## config.mk

```make
export PLATFORM = sky130hd
export DESIGN_NAME = block_data_memory
export DESIGN_NICKNAME = d
export VERILOG_FILES = /design/src/rtl/dmem_pkg.sv /design/src/rtl/dmem_array.sv /design/src/rtl/block_data_memory.sv
export SDC_FILE = /design/constraint.sdc
export NUM_CORES = 2
export LEC_CHECK = 0
export ABC_AREA = 1
export CORE_MARGIN = 3
export CORE_UTILIZATION = 35
export CTS_BUF_LIST = sky130_fd_sc_hd__clkbuf_8
export DETAILED_ROUTE_END_ITERATION = 7
export PLACE_DENSITY = 0.61
export RECOVER_POWER = 25
export SLEW_MARGIN = 20
export SYNTH_ARGS = -nofsm -noshare
export SYNTH_HDL_FRONTEND = slang
export SYNTH_SLANG_ARGS = --single-unit
```

## constraint.sdc

```tcl
create_clock -name clock -period 3.59 [get_ports clock]
set_input_delay 0.5385 -clock clock [delete_from_list [all_inputs] [get_ports clock]]
set_output_delay 0.5385 -clock clock [all_outputs]
set_load 0.02 [all_outputs]
```

## src/rtl/dmem_pkg.sv

```systemverilog
// Shared definitions for the block data memory: default geometry, access latency and FSM states.
package dmem_pkg;

    localparam int DMEM_ADDR_W  = 6;
    localparam int DMEM_DATA_W  = 32;
    localparam int DMEM_LATENCY = 4;

    typedef enum logic [1:0] {
        IDLE   = 2'd0,
        ACCESS = 2'd1,
        DONE   = 2'd2
    } dmem_state_e;

endpackage

```

## src/rtl/dmem_array.sv

```systemverilog
// Block storage: one write port, one registered read port, synchronous clear of every block.
module dmem_array
    import dmem_pkg::*;
#(
    parameter int ADDR_WIDTH = DMEM_ADDR_W,
    parameter int DATA_WIDTH = DMEM_DATA_W
) (
    input  logic                  clock,
    input  logic                  clear,
    input  logic                  write_en,
    input  logic                  read_en,
    input  logic [ADDR_WIDTH-1:0] addr,
    input  logic [DATA_WIDTH-1:0] wdata,
    output logic [DATA_WIDTH-1:0] rdata
);

    localparam int DEPTH = 1 << ADDR_WIDTH;

    logic [DATA_WIDTH-1:0] mem_q [DEPTH];
    logic [DATA_WIDTH-1:0] mem_d [DEPTH];
    logic [DATA_WIDTH-1:0] rdata_q;
    logic [DATA_WIDTH-1:0] rdata_d;

    always_comb begin
        mem_d   = mem_q;
        rdata_d = rdata_q;
        if (clear) begin
            for (int i = 0; i < DEPTH; i++) begin
                mem_d[i] = '0;
            end
            rdata_d = '0;
        end else begin
            if (write_en) begin
                mem_d[addr] = wdata;
            end
            // Read port sees the pre-write contents; the top never enables both at once.
            if (read_en) begin
                rdata_d = mem_q[addr];
            end
        end
    end

    always_ff @(posedge clock) begin
        mem_q   <= mem_d;
        rdata_q <= rdata_d;
    end

    assign rdata = rdata_q;

endmodule

```

## src/rtl/block_data_memory.sv

```systemverilog
// Block-addressed main memory answering the cache with a fixed-latency busywait handshake.
// Optional per-op completion counters are built when DMEM_ACCESS_COUNTERS_EN is defined.
module block_data_memory
    import dmem_pkg::*;
#(
    parameter int ADDR_WIDTH = DMEM_ADDR_W,
    parameter int DATA_WIDTH = DMEM_DATA_W,
    parameter int LATENCY    = DMEM_LATENCY
) (
    input  logic                  clock,
    input  logic                  reset,
    input  logic                  read,
    input  logic                  write,
    input  logic [ADDR_WIDTH-1:0] address,
    input  logic [DATA_WIDTH-1:0] writedata,
    output logic [DATA_WIDTH-1:0] readdata,
`ifdef DMEM_ACCESS_COUNTERS_EN
    output logic [15:0]           read_count,
    output logic [15:0]           write_count,
`endif
    output logic                  busywait
);

    if (LATENCY < 1) begin : g_bad_latency
        $error("block_data_memory: LATENCY must be at least 1");
    end

    localparam int CNT_W = (LATENCY > 1) ? $clog2(LATENCY) : 1;
    localparam logic [CNT_W-1:0] CNT_LOAD = CNT_W'(LATENCY - 1);

    dmem_state_e           state_q, state_d;
    logic [CNT_W-1:0]      cnt_q, cnt_d;
    logic [ADDR_WIDTH-1:0] addr_q, addr_d;
    logic [DATA_WIDTH-1:0] wdata_q, wdata_d;
    logic                  is_write_q, is_write_d;
    logic                  access_done;

    assign access_done = (state_q == ACCESS) && (cnt_q == '0);

    always_comb begin
        state_d    = state_q;
        cnt_d      = cnt_q;
        addr_d     = addr_q;
        wdata_d    = wdata_q;
        is_write_d = is_write_q;
        unique case (state_q)
            IDLE: begin
                if (read || write) begin
                    addr_d     = address;
                    wdata_d    = writedata;
                    is_write_d = write;
                    cnt_d      = CNT_LOAD;
                    state_d    = ACCESS;
                end
            end
            ACCESS: begin
                if (cnt_q == '0) begin
                    state_d = DONE;
                end else begin
                    cnt_d = cnt_q - 1'b1;
                end
            end
            DONE:    state_d = IDLE;
            default: state_d = IDLE;
        endcase
        if (reset) begin
            state_d = IDLE;
            cnt_d   = '0;
        end
    end

    always_ff @(posedge clock) begin
        state_q    <= state_d;
        cnt_q      <= cnt_d;
        addr_q     <= addr_d;
        wdata_q    <= wdata_d;
        is_write_q <= is_write_d;
    end

    assign busywait = !reset &&
                      (((state_q == IDLE) && (read || write)) || (state_q == ACCESS));

    // Array clear has priority over the commit, so a reset on the completion edge aborts it.
    dmem_array #(
        .ADDR_WIDTH (ADDR_WIDTH),
        .DATA_WIDTH (DATA_WIDTH)
    ) u_array (
        .clock    (clock),
        .clear    (reset),
        .write_en (access_done && is_write_q),
        .read_en  (access_done && !is_write_q),
        .addr     (addr_q),
        .wdata    (wdata_q),
        .rdata    (readdata)
    );

`ifdef DMEM_ACCESS_COUNTERS_EN
    logic [15:0] read_count_q, read_count_d;
    logic [15:0] write_count_q, write_count_d;

    always_comb begin
        read_count_d  = read_count_q;
        write_count_d = write_count_q;
        if (access_done && !is_write_q && (read_count_q != 16'hFFFF)) begin
            read_count_d = read_count_q + 16'd1;
        end
        if (access_done && is_write_q && (write_count_q != 16'hFFFF)) begin
            write_count_d = write_count_q + 16'd1;
        end
        if (reset) begin
            read_count_d  = '0;
            write_count_d = '0;
        end
    end

    always_ff @(posedge clock) begin
        read_count_q  <= read_count_d;
        write_count_q <= write_count_d;
    end

    assign read_count  = read_count_q;
    assign write_count = write_count_q;
`endif

endmodule

```

## Word level (Yosys, flattened, before mapping)

Cells that the tools add are included.

| word-level totals | value |
|---|---|
| output and inout bits | 33 |
| bits of input ports | 42 |
| flip-flop bits (word level) | 2,123 |

| operators by class | value |
|---|---|
| muxes and demuxes | 12 |
| bitwise logic cells | 1 |
| order comparisons | 2 |
| eq/ne operators | 4 |
| reductions and logical operators | 16 |
| add/sub/neg operators | 1 |

Operator list:

| kind | number |
|---|---|
| bitwise mux 2048 bit | 1 |
| binary-select mux 32 bit (select 6 bit) | 1 |
| demux 32 bit (select 6 bit) | 1 |
| two-way mux 32 bit | 3 |
| two-way mux 2 bit | 4 |
| one-hot mux 2 bit (2 select lines) | 2 |
| >= comparator 7 bit, second input constant | 1 |
| less-than comparator 7 x 1 -> 1 bit, second input constant | 1 |
| NOT 6 -> 7 bit | 1 |
| logical AND 1 bit | 6 |
| logical NOT 2 bit | 2 |
| != test 2 x 1 -> 1 bit, second input constant | 2 |
| AND reduction 2 bit | 2 |
| AND reduction 3 bit | 1 |
| == test 2 x 1 -> 1 bit, second input constant | 1 |
| logical NOT 1 bit | 2 |
| logical OR 1 bit | 2 |
| != test 2 bit, second input constant | 1 |
| nonzero test 2 bit | 1 |
| subtractor 2 x 1 -> 2 bit, second input constant | 1 |

## Longest topological paths before layout

| logic depth | value |
|---|---|
| depth in word-level cells | 6 |
| mapped depth | 13 |

## By module

Synthesis repeated with hierarchy kept, for this count alone.

| second synthesis, totals | value |
|---|---|
| cells, all modules | 15,291 |
| area, all modules | 96,918.0 um^2 |

By module, submodules not included:

| module | area each (um^2) | sequential area each (um^2) | times used | cells an instance |
|---|---|---|---|---|
| dmem_array | 95,529.1 | 41,639.9 | 1 | 15,216 |
| block_data_memory | 1,388.8 | 1,251.2 | 1 | 75 |

## Worst setup path after synthesis

No wires, ideal clock.

| timing | value |
|---|---|
| kind | input -> register |
| start | in write |
| end | reg cnt_q[1] |
| stages | 6 |
| path buffers | 0 |
| data arrival time | 2,803 ps |
| library setup time | 74 ps |
| required time | 3,516 ps |
| path slack | 712 ps |
| path through | o21ai_0 nor2_1 nor2_1 inv_1 o21ai_0 a31oi_1 |

| between the ends | value |
|---|---|
| word-level cells in the longest chain between the ends | 3 |

RTL lines:

| item | line | RTL |
|---|---|---|
| start, declared | block_data_memory.sv:13 | `input logic write,` |
| logical OR 1 bit | block_data_memory.sv:48 | `if (read \|\| write) begin` |
| != test 2 x 1 -> 1 bit (no source line) | n/a |  |
| AND reduction 3 bit (no source line) | n/a |  |
| end signal, assigned | block_data_memory.sv:74 | `cnt_q <= cnt_d;` |
| end, declared | block_data_memory.sv:32 | `logic [CNT_W-1:0] cnt_q, cnt_d;` |

Every way passes these cells.
A chain may end at the register's enable or synchronous reset.

## Final worst setup path

| timing | value |
|---|---|
| start | reg addr_q[0] |
| end | reg u_array.mem_q[885] (netlist name) |

| between the ends | value |
|---|---|
| word-level cells in the longest chain between the ends | 6 |
| elaborated cells between the ends (all ways) | 7 |
| those cells by class | order compare (2); mux (3); bitwise (1); reduce/logical (1) |

RTL lines:

| item | line | RTL |
|---|---|---|
| start, declared | block_data_memory.sv:33 | `logic [ADDR_WIDTH-1:0] addr_q, addr_d;` |
| start signal, assigned | block_data_memory.sv:75 | `addr_q <= addr_d;` |
| NOT 6 -> 7 bit (not written as such) (*) | dmem_array.sv:34 | `mem_d[addr] = wdata;` |
| >= comparator 7 bit (not written as such) or less-than comparator 7 x 1 -> 1 bit (tied branches) | dmem_array.sv:34 |  |
| logical AND 1 bit (not written as such) | dmem_array.sv:34 |  |
| two-way mux 32 bit (not written as such) | dmem_array.sv:34 |  |
| demux 32 bit (select 6 bit) (*) | dmem_array.sv:34 |  |
| bitwise mux 2048 bit (*) | dmem_array.sv:34 |  |
| end signal, assigned | dmem_array.sv:44 | `mem_q <= mem_d;` |
| end, declared | dmem_array.sv:19 | `logic [DATA_WIDTH-1:0] mem_q [DEPTH];` |

Every way passes the cells marked *; elsewhere a longest branch is shown, timed or not.

==> flow_metrics.env <==
export IMPL_drt_first_pass_iters=6
export IMPL_post_cts_resized=0
export IMPL_synth_top_area_cell="dfxtp_1"
export IMPL_die_width_um=517
export IMPL_ff2ff_path_depth=8
export IMPL_number_of_drc_violations_after_detailed_routing_iteration_0=7519
export IMPL_area_inside_the_core_boundary_sq_um=260000
export IMPL_critical_path_max_stage_delay_ps=660
export IMPL_post_cts_buffers=0
export IMPL_max_freq_ghz=0.298
export IMPL_setup_worst_path_class="flop to flop"
export IMPL_run_status="finished with violations"
export IMPL_ys_warn_count=0
export IMPL_hold_path_cell_count=1
export IMPL_postCtsHoldBufs=27
export IMPL_rows=187
export IMPL_antenna_violations_before_repair=5
export IMPL_timing_hold_worst_start="writedata[1]"
export IMPL_ys_seq_elements=2123
export IMPL_mappedNetlistNets=12943
export IMPL_initial_utilization=0.352
export IMPL_die_area_sq_um=268000
export IMPL_setup_violations_final=0
export IMPL_cts_htree_levels=5
export IMPL_average_cell_area_after_synthesis_sq_um=7.10
export IMPL_fin_area_sq_um=103000
export IMPL_route_final_wire_length_um=303000
export IMPL_dp_final_hpwl_um=178000
export IMPL_post_synth_instance_area_sq_um=91600
export IMPL_seq_area_frac_synth=0.468
export IMPL_hold_slack_ps=163
export IMPL_cts_tree="done"
export IMPL_hold_viol=0
export IMPL_worst_pin_slew_ps=1500
export IMPL_hold_class="input pin to flop"
export IMPL_synth_top_cells_by_area="dfxtp_1 46%, o21ai_0 13%, a21oi_1 11%, nand2_1 8.5%, inv_1 5.5%"
export IMPL_finalWorstSetupSlack_ps=232
export IMPL_largest_buffer_count_on_any_clock_path=4
export IMPL_cts_root_buffer="clkbuf_8"
export IMPL_vias_in_the_first_global_route=74776
export IMPL_synth_ff_type="dfxtp_1"
export IMPL_finClkSkew_ps=86.6
export IMPL_rsz0062_at_grt="false"
export IMPL_fin_crit_sh=0.935
export IMPL_power_leakage_nw=42.5
export IMPL_timing_rr_end="u_array.mem_q[885]"
export IMPL_globalRoute_totalOverflow=0
export IMPL_synthCells=12900
export IMPL_layout_cells_sized_above_1=0.0874
export IMPL_powerDensity_nw_per_um2=506
export IMPL_dp_worst_setup_slack_ps=377
export IMPL_drtAntennaViolNets=0
export IMPL_crit_chain="buf_12, nor3_1, clkbuf_1, nand2_1, inv_2, buf_6, o21ai_0, a21oi_1"
export IMPL_clock_latency_ps=1090
export IMPL_violations="max-capacitance violations, max-slew violations"
export IMPL_routed_via_count=82622
export IMPL_clk_pin_slew_ps=60
export IMPL_reg2reg_setup_slack_ps=230
export IMPL_path_buf_inv=4
export IMPL_dieHeight_um=517
export IMPL_rd_place_congestion=0.847
export IMPL_critical_path_top_delay_family="buffers and inverters"
export IMPL_clock_sinks=2123
export IMPL_final_nets=12527
export IMPL_drc_errors=0
export IMPL_via_per_inst=5.09
export IMPL_critical_path_reg2reg_startpoint="addr_q[0]"
export IMPL_syn2layout_area_growth_pct=12.4
export IMPL_placedInstanceArea_sq_um=95700
export IMPL_setup_tns_ps=0
export IMPL_hold_path_end="wdata_q[1]"
export IMPL_ioPinCount=75
export IMPL_critPathCaptureType="flop"
export IMPL_yosys_area_top_type_share=0.456
export IMPL_grt_pass1_wl_um=463000
export IMPL_yosys_cell_types_count=27
export IMPL_timing_max_transition_violations_final=8
export IMPL_numPortBuffers=74
export IMPL_grt_total_usage=0.219
export IMPL_timing_critical_path_slowest_stage_cell="edfxtp_1"
export IMPL_startpoint="addr_q[0]"
export IMPL_critical_path_peak_fanout=117
export IMPL_startpoint_class="flop"
export IMPL_grt_start_max_net_pins=143
export IMPL_cap_viol_max_count=1
export IMPL_vdd_drop_max_mv=0.263
export IMPL_cts_buffers_inserted=363
export IMPL_synthArstFlopShare=0
export IMPL_synth_enable_flop_cells=39
export IMPL_routed_wire_length_per_instance_um=18.6
export IMPL_worstPathRequired_ps=4540
export IMPL_maxSlewHeadroom=-0.000957
export IMPL_critPathArrivalTime_ps=4310
export IMPL_timing_final_crit_period_ps=3360
[worst max path at each step]
stage	slack [ps]	end	cells past startpoint
finish	230	u_array.mem_q[885]	8
global route	100	u_array.mem_q[1024]	7
CTS	290	readdata[31]	1
detailed placement	380	u_array.rdata[27]	11
global placement	370	u_array.rdata[27]	11
floorplan	710	cnt_q[1]	6
[power by group]
group / leakage [nW] / switching, mW / internal [mW]
combinational: 21.2 / 4.53 / 1.71
sequential: 17.2 / 0.245 / 23.8
clock: 4.17 / 9.98 / 11.8
total: 42.5 / 14.8 / 37.3
[state kept, by name, indices dropped and copies added, names as in the netlist]
| name | count |
|---|---|
| addr_q | 6 |
| cnt_q | 2 |
| is_write_q | 1 |
| state_q | 2 |
| u_array.mem_q | 2048 |
| u_array.rdata | 32 |
| wdata_q | 32 |
[metrics by stage]
step                instances  power (mW)  utilization
finish                  16248        52.1        0.396
global route            16244        54.1        0.396
CTS                     16242        52.4        0.397
detailed placement      15588        30.7        0.368
global placement        15588        30.7        0.368
floorplan               12900        28.3            -
[cell usage in the layout (no fill, tap or decap), types with 3 or more instances in the layout]
master              n
clkbuf_8          467
clkinvlp_4          7
buf_12             88
dfxtp_1          2084
nand2_2            30
edfxtp_1           39
clkinv_1           27
o211ai_1          169
inv_2              22
clkbuf_2            7
dlygate4sd3_1      66
nand3_1           695
nor2_4             13
nand2_1          2033
clkdlybuf4s50_1    35
bufinv_16           3
nor3_4              6
o21ai_0          2455
nor2_1            462
diode_2             6
or2_2             253
clkbuf_1            9
clkbuf_4            5
inv_1            1472
a21oi_1          2081
buf_4             182
clkinv_2           20
[routing by layer]
metal,share of wire,track usage
met3,0.060,0.0283
met2,0.44,0.346
met1,0.46,0.305
met5,0,0
met4,0.037,0.0820
[cell type report]
| cell class | instances | area (sq um) |
|---|---|---|
| clock inverters | 160 | 741 |
| fillers | 27062 | 157000 |
| flip-flops and latches | 2123 | 42900 |
| repair buffers | 394 | 4260 |
| multi-input cells | 8206 | 38900 |
| well taps | 3496 | 4370 |
| clock buffers | 467 | 6430 |
| inverters | 1396 | 5260 |
| diodes | 6 | 15.0 |
[Yosys cell counts (9+ instances only)]
master	number
o21ai_0	2455
dfxtp_1	2084
a21oi_1	2081
nand2_1	2062
inv_1	1336
clkbuf_1	931
nand3_1	695
nor2_1	463
or2_2	253
buf_2	191
o211ai_1	169
buf_1	43
edfxtp_1	39
clkinv_1	31
inv_2	28
nor2_2	14
buf_4	9
[logic make-up after synthesis]
logic type | Yosys count | share of synthesized area
buffers and inverters | 2571 | 0.108
AOI/OAI and AO/OA | 4708 | 0.262
adders and majority gates | 1 | 0.000137
and+or+nand+nor | 3497 | 0.161
DFF | 2123 | 0.468
(Power assumes the default switching activity.)
